**config.mk**
```make
export PLATFORM = sky130hd
export DESIGN_NAME = stream_serializer
export DESIGN_NICKNAME = d
export VERILOG_FILES = /design/src/rtl/stream_serializer_pkg.sv /design/src/rtl/stream_serializer.sv
export SDC_FILE = /design/constraint.sdc
export NUM_CORES = 1
export LEC_CHECK = 0
export BUFFER_PORTS_ARGS = -buffer_cell sky130_fd_sc_hd__buf_2
export CAP_MARGIN = 20
export CORE_ASPECT_RATIO = 0.6
export CORE_MARGIN = 10
export CORE_UTILIZATION = 26
export CTS_BUF_LIST = sky130_fd_sc_hd__clkbuf_2
export DETAILED_ROUTE_END_ITERATION = 7
export HOLD_SLACK_MARGIN = 0.12
export PLACE_DENSITY = 0.45
export SYNTH_ARGS = -nofsm -noshare
export SYNTH_HDL_FRONTEND = slang
export SYNTH_SLANG_ARGS = --single-unit
```
**constraint.sdc**
```tcl
create_clock -name clk -period 2.05 [get_ports clk]
set_clock_uncertainty 0.1 [all_clocks]
set_input_delay 0.3075 -clock clk [delete_from_list [all_inputs] [get_ports clk]]
set_output_delay 0.3075 -clock clk [all_outputs]
set_load 0.02 [all_outputs]
```
**src/rtl/stream_serializer_pkg.sv**
```systemverilog
// Shared types and sizing helpers for stream_serializer.
package stream_serializer_pkg;

  typedef enum logic {IDLE, SEND} ser_state_t;

  function automatic int ratio(input int in_width, input int out_width);
    return in_width / out_width;
  endfunction

  function automatic int cnt_width(input int r);
    int c;
    c = $clog2(r);
    return (c < 1) ? 1 : c;
  endfunction

endpackage

```
**src/rtl/stream_serializer.sv**
```systemverilog
// Splits each InWidth-bit input word into Ratio OutWidth-bit beats, flagging the last one.
// Build option: STREAM_SERIALIZER_MSB_FIRST_EN emits the most significant slice first.
module stream_serializer
  import stream_serializer_pkg::*;
#(
  parameter int InWidth  = 32,
  parameter int OutWidth = 8
) (
  input  logic                clk,
  input  logic                rstn,
  input  logic                in_valid,
  input  logic [InWidth-1:0]  in_data,
  output logic                in_ready,
  output logic                out_valid,
  output logic [OutWidth-1:0] out_data,
  output logic                out_last,
  input  logic                out_ready
);

  localparam int Ratio    = ratio(InWidth, OutWidth);
  localparam int CntWidth = cnt_width(Ratio);
  localparam logic [CntWidth-1:0] LastBeat = CntWidth'(Ratio - 1);

  if ((InWidth % OutWidth) != 0 || Ratio < 2) begin : g_param_check
    $error("stream_serializer: InWidth must be a multiple of OutWidth with Ratio >= 2");
  end

  ser_state_t            state_reg;
  logic [InWidth-1:0]    hold_reg;
  logic [CntWidth-1:0]   beat_reg;
  logic [OutWidth-1:0]   beat_slice [Ratio];

  // beat_slice[k] is the k-th beat on the wire, so the beat order is fixed here.
  for (genvar gi = 0; gi < Ratio; gi++) begin : g_slice
`ifdef STREAM_SERIALIZER_MSB_FIRST_EN
    assign beat_slice[gi] = hold_reg[(Ratio-1-gi)*OutWidth +: OutWidth];
`else
    assign beat_slice[gi] = hold_reg[gi*OutWidth +: OutWidth];
`endif
  end

  assign out_valid = (state_reg == SEND);
  assign out_last  = out_valid && (beat_reg == LastBeat);
  assign out_data  = beat_slice[beat_reg];
  // Accepting on the last-beat handshake gives gap-free back-to-back words.
  assign in_ready  = (state_reg == IDLE) || (out_last && out_ready);

  always_ff @(posedge clk or negedge rstn) begin
    if (!rstn) begin
      state_reg <= IDLE;
      hold_reg  <= '0;
      beat_reg  <= '0;
    end else begin
      case (state_reg)
        IDLE: begin
          if (in_valid) begin
            hold_reg  <= in_data;
            beat_reg  <= '0;
            state_reg <= SEND;
          end
        end
        SEND: begin
          if (out_ready) begin
            if (beat_reg != LastBeat) begin
              beat_reg <= beat_reg + 1'b1;
            end else if (in_valid) begin
              hold_reg <= in_data;
              beat_reg <= '0;
            end else begin
              beat_reg  <= '0;
              state_reg <= IDLE;
            end
          end
        end
        default: begin
          state_reg <= IDLE;
          beat_reg  <= '0;
        end
      endcase
    end
  end

endmodule

```
==> metrics.md, run 1 <==
| Metric | Value |
|---|---|
| Result of the run | finished with violations |
| Failing checks | negative setup slack |
| Flip-flop count of the largest register after layout | 32 |
| Cell type with the largest total area after synthesis | sky130_fd_sc_hd__dfrtp_1 |
| Filler cell count | 761 |
| Routed via count | 1556 |
| Post-synthesis adder-cell area fraction | 1.23% |
| Synthesized Nets | about 210 |
| Ranking of synthesized cells by area | sky130_fd_sc_hd__dfrtp_1, sky130_fd_sc_hd__o32ai_2, sky130_fd_sc_hd__mux4_2 |
| Count of inserted antenna diode cells | 0 |
| Core area | between 0.007 and 0.008 mm² |
| Worst VDD drop | approximately 0.00035 V |
| Number of cells after detailed placement | around 310 |
| Synthesized area per cell | 12.0 µm² |
| Fmax | about 0.48 GHz |
| Post-synthesis simple-gate area fraction | between 7 and 8% |
| Reg2Reg Launch Point | beat_reg[0] |
| Maximum number of pins on one net before global-route repair | 36 |
| Die X | between 100 and 150 µm |
| Final setup violation count | 6 |
| Clock tree root buffer cell | sky130_fd_sc_hd__clkbuf_2 |
| Post-synthesis instance area | 0.00203 mm² |
| First drt pass iteration count | 4 |
| Post-Place Setup Slack | 0.128 ns |
| Clock latency reported for the late side of the worst-skew pair | 0.37 ns |
| Post-layout minimum cycle time | slightly above 2 ns |
| Clock Pin Slew Worst Setup and Hold Paths | 0.18 ns |
| IO Count | 47 |
| Worst reg-to-reg path cell count | 5 |
| Xor-xnor portion of the synthesized cell area | 0% |
| Distinct cell type count after synthesis | 20 |
| Count of buffers from port buffering | 46 |
| Critical path endpoint category | primary output |
| Core Rows | 24 |
| Layout Nets | 290 |
| Area of the die | 0.0119 mm² |
| Wire length of the first global-routing pass | 9890 µm |
| Post-synthesis compound-gate area fraction | 26.8% |
| Crit Path Max Fanout | 4 |
| Floorplan die height | 88.5 µm |
| CP max stage cell | sky130_fd_sc_hd__dfrtp_4 |
| Gate count after technology mapping | 169 |
| Portion of synthesized cell area occupied by the leading cell type | 43.1% |
| Startpoint Class | flip-flop |
| Maximum number of buffers from clock root to sink | 2 |
| Layout cell share with drive strength beyond 1 | 44.7% |
| Minimum setup slack in the final design | -0.0172 ns |
| Peak per-stage delay on the critical path | ~0.54 ns |
| Max-Cap Viols | 0 |
| Flip-flop and latch count after synthesis | 35 |
| Initial detailed-routing violation count | 52 |
| Initial Utilization | 27.4% |
| Area used by multi-input combinational logic | 926 µm² |
| H-Tree Level Count | 2 |
| Critical path cell sequence | buf_4 -> mux4_2 -> buf_6 |
| Pwr/cell area | approximately 1300 mW/mm² |
| Final standard cell count with taps included and fillers excluded | 357 |
| Routability congestion estimate | approximately 0.73 |
| RSZ-0062 raised after global routing | true |
| Type of the worst setup path | flip-flop to primary output |
| Total Neg Setup Slack | -0.0679 ns |
| GRT overflow | 0 |
| Tot GR Track Use | 10.6% |
| Area added between synthesis and finish | 42.4% |
| Total count of max-transition violations in the final report | 0 |
| Worst hold stages | 2 |
| Relative slew margins | 68.5% |
| Path category of the worst min-delay check | input port to flip-flop |
| DRC violations left | 0 |
| Final hold violation count | 0 |
| Area occupied by registers | 881 µm² |
| Clock buffers created by TritonCTS | 5 |
| Initial antenna violation count | 0 |
| Antenna violation net count after detailed routing | 0 |
| Number of global-route vias before repair | 1747 |
| Final WL | 6050 µm |
| Data arrival time of the critical path | 1.66 ns |
| CTS tree | done |
| Final Cycle Share | 101% |
| Static leakage | 0.00134 µW |
| Clock net sink count | 35 |
| HPWL after detailed placement | approximately 4200 µm |
| Mean number of vias per cell | 4.36 |
| Routed WL per cell | 16.9 µm |
| Mux cell area share after synthesis | under 10% |
| Crit path from | beat_reg[0] |
| Required @ worst endpoint | roughly 1.6 ns |
| Worst slew pin tran | 0.473 ns |
| Min-delay src | in_valid |
| Seq/Total Area, Yosys | 43.1% |
| Largest family of logic cells by synthesized area | compound AO/OA/AOI/OAI gates |
| Count of warnings emitted by yosys | 0 |
final cells by class:
class / instances / area share, %
clock inverter: 1 / 0.173
tap: 104 / 4.49
multi-input combinational: 85 / 32.0
clock buffer: 7 / 1.21
sequential: 35 / 30.4
inverter: 32 / 4.15
timing repair buffer: 93 / 27.6
routing by layer:
layer  GRT usage [%]  vias up  routed length [µm]
li1                -      761                   -
met1            15.3      750                3270
met2            15.1       40                2450
met3            3.11        5                 296
met4            2.36        0                  36
met5               0        -                   0
worst max-delay path, delay by kind of cell (launching register included):
kind / cells / cell delay (ns)
multiplexers: 1 / 0.43
flip-flops: 1 / 0.54
buffers and inverters: 2 / 0.32
where the power goes:
part / total, µW / switching, µW / internal, µW / leakage (µW)
clock network: 338 / 245 / 93.3 / 0.0000330
logic: 2250 / 939 / 1310 / 0.000882
registers: 1250 / 224 / 1030 / 0.000423
logic make-up after synthesis:
logic type	count (synthesis)
AND/OR/NAND/NOR	38
AO/OA/AOI/OAI	36
buffers and inverters	49
adder cells (fa/ha/maj)	2
multiplexers	9
flip-flops	35
per-stage QoR:
| stage | area [µm²] | utilization (%) | hold WS [ns] | total power [µW] |
|---|---|---|---|---|
| 2_1_floorplan | 2030 | - | -0.0881 | 2640 |
| 3_3_place_gp | 2410 | 32.6 | 0.286 | 3150 |
| 3_5_place_dp | 2410 | 32.6 | 0.287 | 3170 |
| 4_1_cts | 2860 | 38.6 | 0.122 | 3850 |
| 5_1_grt | 2900 | 39.0 | 0.122 | 4110 |
| 6_report | 2900 | 39.0 | 0.134 | 3840 |
what timing repair did:
item                                    CTS  global route
endpoints found under the setup margin   10            10
hold buffers                             32             1
buffers inserted                          3             1
endpoints found under the hold margin    66             1
gates resized for setup                  22             5
path summary, 6_finish.rpt:
check | endpoint | slack [ns]
hold / removal | out_valid | 0.13
setup / recovery | out_data[3] | -0.02
max in group asynchronous | beat_reg[0] | 1.11
hold reg to reg | hold_reg[13] | 0.45
min in group asynchronous | hold_reg[3] | 0.38
setup reg to reg | hold_reg[13] | 0.28
cell usage after synthesis:
master and instances:
sky130_fd_sc_hd__a32o_1 2, sky130_fd_sc_hd__buf_1 1, sky130_fd_sc_hd__a21o_1 1, sky130_fd_sc_hd__nor2_1 1, sky130_fd_sc_hd__mux4_2 8, sky130_fd_sc_hd__o32ai_2 30, sky130_fd_sc_hd__o32ai_1 2, sky130_fd_sc_hd__buf_4 6
sky130_fd_sc_hd__ha_1 2, sky130_fd_sc_hd__a21boi_2 1, sky130_fd_sc_hd__and2b_1 1, sky130_fd_sc_hd__and2_1 1, sky130_fd_sc_hd__clkbuf_1 3, sky130_fd_sc_hd__and3_1 1, sky130_fd_sc_hd__buf_6 5, sky130_fd_sc_hd__dfrtp_1 35
sky130_fd_sc_hd__mux2i_1 1, sky130_fd_sc_hd__nand2_1 34, sky130_fd_sc_hd__buf_2 2, sky130_fd_sc_hd__inv_1 32
placed cells by master, fill, tap and decap left out:
cell type and n:
sky130_fd_sc_hd__and3_2 1, sky130_fd_sc_hd__ha_2 1, sky130_fd_sc_hd__dfrtp_4 1, sky130_fd_sc_hd__o32ai_2 30, sky130_fd_sc_hd__buf_6 10, sky130_fd_sc_hd__a32o_1 2, sky130_fd_sc_hd__mux4_2 8, sky130_fd_sc_hd__inv_1 32
sky130_fd_sc_hd__clkbuf_2 7, sky130_fd_sc_hd__o32ai_1 2, sky130_fd_sc_hd__and2b_2 1, sky130_fd_sc_hd__buf_4 8, sky130_fd_sc_hd__ha_1 1, sky130_fd_sc_hd__dlygate4sd3_1 33, sky130_fd_sc_hd__dfrtp_2 1, sky130_fd_sc_hd__nor2_1 1
sky130_fd_sc_hd__mux2i_1 1, sky130_fd_sc_hd__dfrtp_1 33, sky130_fd_sc_hd__and2_1 1, sky130_fd_sc_hd__buf_8 1, sky130_fd_sc_hd__nand2_1 33, sky130_fd_sc_hd__clkinv_2 1, sky130_fd_sc_hd__buf_2 36, sky130_fd_sc_hd__nand2_2 1
sky130_fd_sc_hd__a21o_1 1, sky130_fd_sc_hd__a21boi_4 1, sky130_fd_sc_hd__buf_12 5
No activity file was read; power rests on OpenSTA's default activity.
==> inputs of run 2 (changes only) <==
Settings changed: CAP_MARGIN 20 to unset, CORE_ASPECT_RATIO 0.6 to unset, SETUP_SLACK_MARGIN set to 0.5.
==> run 2 against run 1 <==
Compared with the run above:
- utilization is 0.11 points lower
- the run still ends with negative setup slack left
- non-clock buffer count increased by 4
- critical endpoint is now out_data[7]
- largest cell class unchanged
- setup slack improved by 0.0020 ns
- total power increased by 3.2%
- via count is 0.39% higher
==> metrics.md, run 2 (synthesis gave the netlist of run 1 again) <==
| Metric | Value |
|---|---|
| Final WL | 5610 µm |
| Path category of the worst min-delay check | input port to flip-flop |
| Switching component of the power | approximately 1400 µW |
| Count of buffers from port buffering | 46 |
| CTS tree | done |
| Peak per-stage delay on the critical path | 0.52 ns |
| Initial Utilization | 26.6% |
| Sum of internal, switching and leakage power | 3960 µW |
| DRC violations left | 0 |
| Worst hold stages | 2 |
| Clock tree root buffer cell | sky130_fd_sc_hd__clkbuf_2 |
| Minimum setup slack in the final design | -0.0152 ns |
| Initial detailed-routing violation count | 34 |
| Clock group share of total power | 7.6% |
| Relative slew margins | 57.0% |
| Number of cells after detailed placement | 309 |
| Result of the run | finished with violations |
| H-Tree Level Count | 2 |
| R2R Setup Slk | 0.41 ns |
| Clock latency reported for the late side of the worst-skew pair | 0.38 ns |
| Critical path cell sequence | buf_6 -> mux4_2 -> buf_6 |
| Routed WL per cell | 15.7 µm |
| Crit Path Max Fanout | 5 |
| Layout Nets | ~300 |
| Clock buffers created by TritonCTS | 5 |
| Wire length of the first global-routing pass | 9330 µm |
| Combinational share of power | between 60% and 70% |
| End-of-flow core utilization | 38.9% |
| Core Rows | 32 |
| Routed via count | 1562 |
| Maximum number of pins on one net before global-route repair | 36 |
| Area used by multi-input combinational logic | 975 µm² |
| Sequential share of power | 30.7% |
| Count of inserted antenna diode cells | 0 |
| Net switching fraction of the power | 36.0% |
| Antenna violation net count after detailed routing | 0 |
| Flip-flop count of the largest register after layout | 32 |
| Failing checks | negative setup slack |
| Hold path endpoint | beat_reg[0] |
| CP max stage cell | sky130_fd_sc_hd__mux4_2 |
| First drt pass iteration count | 4 |
| Worst slew pin tran | ~0.65 ns |
| Tot GR Track Use | 10.1% |
| Type of the worst setup path | flip-flop to primary output |
| Filler cell count | about 750 |
| Area occupied by registers | 876 µm² |
| Commonest cells after routing, fill and taps aside | sky130_fd_sc_hd__dfrtp_1, sky130_fd_sc_hd__buf_2, sky130_fd_sc_hd__dlygate4sd3_1 |
| Required @ worst endpoint | between 1.5 and 2 ns |
| Reg2Reg Launch Point | beat_reg[0] |
| Startpoint Class | flip-flop |
| HPWL after detailed placement | approximately 3500 µm |
| Post-layout minimum cycle time | 2.07 ns |
| Total Neg Setup Slack | -0.0352 ns |
| Hold slack final | 0.269 ns |
| Mean number of vias per cell | 4.36 |
| Clock net sink count | 35 |
| Final hold violation count | 0 |
| Layout cell share with drive strength beyond 1 | 45.7% |
| Routability congestion estimate | 0.681 |
| Critical path endpoint category | primary output |
| Min-delay src | out_ready |
| Initial antenna violation count | 0 |
| GRT overflow | 0 |
| Max-Cap Viols | 0 |
| Total count of max-transition violations in the final report | 0 |
| Final standard cell count with taps included and fillers excluded | about 360 |
| Floorplan die height | approximately 110 µm |
| IO Count | 47 |
| Final setup violation count | 5 |
| Pwr/cell area | about 1300 mW/mm² |
| Die X | ~110 µm |
| Worst VDD drop | 0.000372 V |
| Area of the die | ~0.012 mm² |
| Worst path most repeated cell | sky130_fd_sc_hd__buf_6 |
| RSZ-0062 raised after global routing | true |
| Maximum number of buffers from clock root to sink | 2 |
| Core area | 0.00765 mm² |
| Number of global-route vias before repair | 1759 |
| Static leakage | 0.00137 µW |
| Worst reg-to-reg path cell count | 7 |
| Destination of the worst register-to-register timing path | hold_reg[10] |
| Internal | approximately 2500 µW |
| Fmax | about 0.48 GHz |
| Data arrival time of the critical path | around 1.7 ns |
| Area added between synthesis and finish | 46.4% |
| Clock Pin Slew Worst Setup and Hold Paths | around 0.18 ns |
| Final Cycle Share | 101% |
run 2: cell type report:
cell class	count	area share (%)
flip-flops and latches	35	29.4
inverters	32	4.04
repair buffers	97	28.5
clock buffers	6	1.01
multi-input cells	86	32.7
well taps	102	4.29
run 2: power by group through the flow:
stage	registers, µW	clock network [µW]	logic [µW]
after floorplan	1160	0	1490
after global placement	1220	0	1880
after detailed placement	1230	0	1890
after CTS	1220	318	2440
after global routing	1260	341	2630
final	1210	302	2440
run 2: routing by layer:
layer / vias to the layer above / wire (µm) / GRT usage, % / part of all wire, %
met2: 30 / 2610 / 15.4 / 47
met4: 0 / 68 / 3.67 / 1.2
li1: 774 / - / - / -
met3: 4 / 253 / 2.68 / 4.5
met5: - / 0 / 0 / 0
met1: 754 / 2670 / 13.3 / 48
run 2: worst max path at each step:
stage                     cells after the start           end        start
after global routing                          3   out_data[6]  beat_reg[0]
after floorplan                               2   out_data[0]  beat_reg[0]
after CTS                                     3   out_data[7]  beat_reg[0]
after detailed placement                      3  hold_reg[12]  beat_reg[0]
final                                         3   out_data[7]  beat_reg[0]
after global placement                        3  hold_reg[12]  beat_reg[0]
run 2: repair_timing:
item                                   4_1_cts  5_1_grt
pin swaps                                    4        2
cloned                                       3        0
gates resized for setup                     43        3
endpoints found under the hold margin       67        0
setup buffers                                4        3
hold buffers                                33        0
setup endpoints to repair                   42       43
run 2: worst max-delay path, delay by kind of cell, from the launching register on:
family,cells,cell delay [ns]
flip-flops,1,0.44
buffers and inverters,2,0.31
multiplexers,1,0.52
run 2: per-stage QoR:
step                      area (µm²)  setup slack, ns
after floorplan                 2040            0.506
after global placement          2340            0.252
after detailed placement        2340            0.206
after CTS                       2940          -0.0478
after global routing            2980          -0.0936
final                           2980          -0.0152
==> inputs of run 3 (changes only) <==
Settings changed: CORE_ASPECT_RATIO set to 0.6, GPL_TIMING_DRIVEN set to 0, SKIP_CTS_REPAIR_TIMING set to 1.
==> run 3 against run 2 <==
Compared with the run above:
- the flow still finishes with violations (negative setup slack)
- hold slack worse by 0.15 ns
- sequential share of layout area is 0.90 points higher
- clock power is 4% higher
- utilization is 0.078 points higher
- combinational power is 7% lower
- sequential cell count stayed put
- final cell count is 0.84% higher
- via count is 0.19% higher
- global-route usage is 0.18 points lower
- critical path type unchanged
==> metrics.md, run 3 (synthesis gave the netlist of run 1 again) <==
| Metric | Value |
|---|---|
| RSZ-0062 raised after global routing | true |
| Clock group share of total power | 8.2% |
| Final Cycle Share | 102% |
| Area used by multi-input combinational logic | 931 µm² |
| GRT overflow | 0 |
| End-of-flow core utilization | 39.0% |
| Worst VDD drop | about 0.00031 V |
| Switching component of the power | 1440 µW |
| Floorplan die height | 88.5 µm |
| Final hold violation count | 0 |
| Area of the die | 0.0119 mm² |
| DRC violations left | 0 |
| Total Neg Setup Slack | -0.222 ns |
| Most common cell after layout, fill and taps aside | sky130_fd_sc_hd__buf_2 |
| Initial antenna violation count | 0 |
| Relative slew margins | between 40% and 50% |
| Initial detailed-routing violation count | 55 |
| Final standard cell count with taps included and fillers excluded | 361 |
| Net switching fraction of the power | 37.4% |
| Area occupied by registers | 877 µm² |
| Internal | 2400 µW |
| Required @ worst endpoint | approximately 1.6 ns |
| Number of cells after detailed placement | 318 |
| Sum of internal, switching and leakage power | 3840 µW |
| Worst hold stages | 3 |
| Clock latency reported for the late side of the worst-skew pair | between 0.3 and 0.4 ns |
| Clock Pin Slew Worst Setup and Hold Paths | around 0.19 ns |
| Core Rows | 24 |
| Die X | approximately 130 µm |
| First drt pass iteration count | 4 |
| Failing checks | negative setup slack |
| Clock net sink count | 35 |
| Combinational share of power | about three fifths |
| Critical path endpoint category | primary output |
| Count of inserted antenna diode cells | 0 |
| Maximum number of pins on one net before global-route repair | 36 |
| Wire length of the first global-routing pass | 9010 µm |
| Critical Path Stages | 3 |
| Routed via count | about 1600 |
| Final setup violation count | 8 |
| Mean number of vias per cell | between 4 and 5 |
| Flip-flop count of the largest register after layout | 32 |
| Sequential share of power | 32.8% |
| Worst reg-to-reg path cell count | 5 |
| Final WL | 6120 µm |
| Path category of the worst min-delay check | input port to flip-flop |
| Startpoint Class | flip-flop |
| Number of global-route vias before repair | 1600 |
| Max-Cap Viols | 0 |
| Maximum number of buffers from clock root to sink | 2 |
| Minimum setup slack in the final design | -0.0432 ns |
| Fmax | 0.478 GHz |
| Antenna violation net count after detailed routing | 0 |
| Critical path cell sequence | clkbuf_16 -> mux4_2 -> buf_6 |
| Initial Utilization | approximately 27% |
| Layout Nets | slightly below 300 |
| Result of the run | finished with violations |
| HPWL after detailed placement | 4170 µm |
| CTS tree | done |
| Worst slew pin tran | between 0.8 and 0.9 ns |
| Tot GR Track Use | 9.90% |
| Area added between synthesis and finish | 42.3% |
| Commonest cells after routing, fill and taps aside | sky130_fd_sc_hd__buf_2, sky130_fd_sc_hd__dfrtp_1, sky130_fd_sc_hd__nand2_1, sky130_fd_sc_hd__dlygate4sd3_1, sky130_fd_sc_hd__inv_1 |
| Clock buffers created by TritonCTS | 5 |
| Count of buffers from port buffering | 45 |
| Layout cell share with drive strength beyond 1 | 43.2% |
| Core area | approximately 0.0074 mm² |
| Crit Path Max Fanout | 4 |
| Data arrival time of the critical path | 1.69 ns |
| Type of the worst setup path | flip-flop to primary output |
| Family of cells with the greatest summed delay on the critical path | multiplexers |
| Total count of max-transition violations in the final report | 0 |
| IO Count | 47 |
| CP max stage cell | sky130_fd_sc_hd__mux4_2 |
| H-Tree Level Count | 2 |
| Hold slack final | 0.123 ns |
| Clock tree root buffer cell | sky130_fd_sc_hd__clkbuf_2 |
| Routed WL per cell | 16.9 µm |
| Peak per-stage delay on the critical path | 0.50 ns |
| Routability congestion estimate | 0.679 |
| Buffers plus inverters on the worst setup path | 2 |
| Post-layout minimum cycle time | between 2 and 2.5 ns |
| Static leakage | 0.00134 µW |
| Filler cell count | 740 |
| Pwr/cell area | 1330 mW/mm² |
[run 3: worst reg2reg max path, cell delays in order (launching register included)]
cell and delay, ns:
sky130_fd_sc_hd__dfrtp_2 0.50, sky130_fd_sc_hd__ha_1 0.27, sky130_fd_sc_hd__and3_1 0.17, sky130_fd_sc_hd__buf_6 0.13, sky130_fd_sc_hd__buf_6 0.15, sky130_fd_sc_hd__o32ai_2 0.25
[run 3: final cells by class]
cell class | instances | area share [%]
multi-input combinational | 85 | 32.2
sequential | 35 | 30.3
timing repair buffer | 81 | 22.6
buffer | 17 | 5.06
tap | 104 | 4.50
inverter | 32 | 4.15
clock buffer | 5 | 0.865
clock inverter | 2 | 0.303
[run 3: metrics by stage]
stage | instance area [µm²] | worst slack (ns)
after floorplan | 2040 | 0.506
after global placement | 2390 | 0.225
after detailed placement | 2390 | 0.205
after CTS | 2420 | -0.250
after global routing | 2890 | -0.0959
final | 2890 | -0.0432
[run 3: worst paths after layout]
path                                      to    startpoint  slack [ns]
worst max-delay path             out_data[0]   beat_reg[0]       -0.04
worst min-delay path            hold_reg[24]   in_data[24]        0.12
worst max register to register   hold_reg[1]   beat_reg[0]        0.38
worst min register to register  hold_reg[12]  hold_reg[12]        0.47
max in group asynchronous        beat_reg[0]          rstn        0.83
min in group asynchronous          out_valid          rstn        0.46
[run 3: layer usage]
layer  vias up  wire, µm  share of wire (%)  global-route usage (%)
li1        772         -                  -                       -
met1       745      3290                 54                    14.5
met2        44      2460                 40                    13.5
met3         4       340                5.6                    3.56
met4         0        20               0.33                    1.77
met5         -         0                  0                       0
[run 3: power by group through the flow]
stage	clock network [µW]	registers, µW	logic [µW]
after detailed placement	0	1260	1890
after floorplan	0	1160	1490
after CTS	334	1240	1900
after global routing	352	1310	2450
final	313	1260	2270
after global placement	0	1250	1880
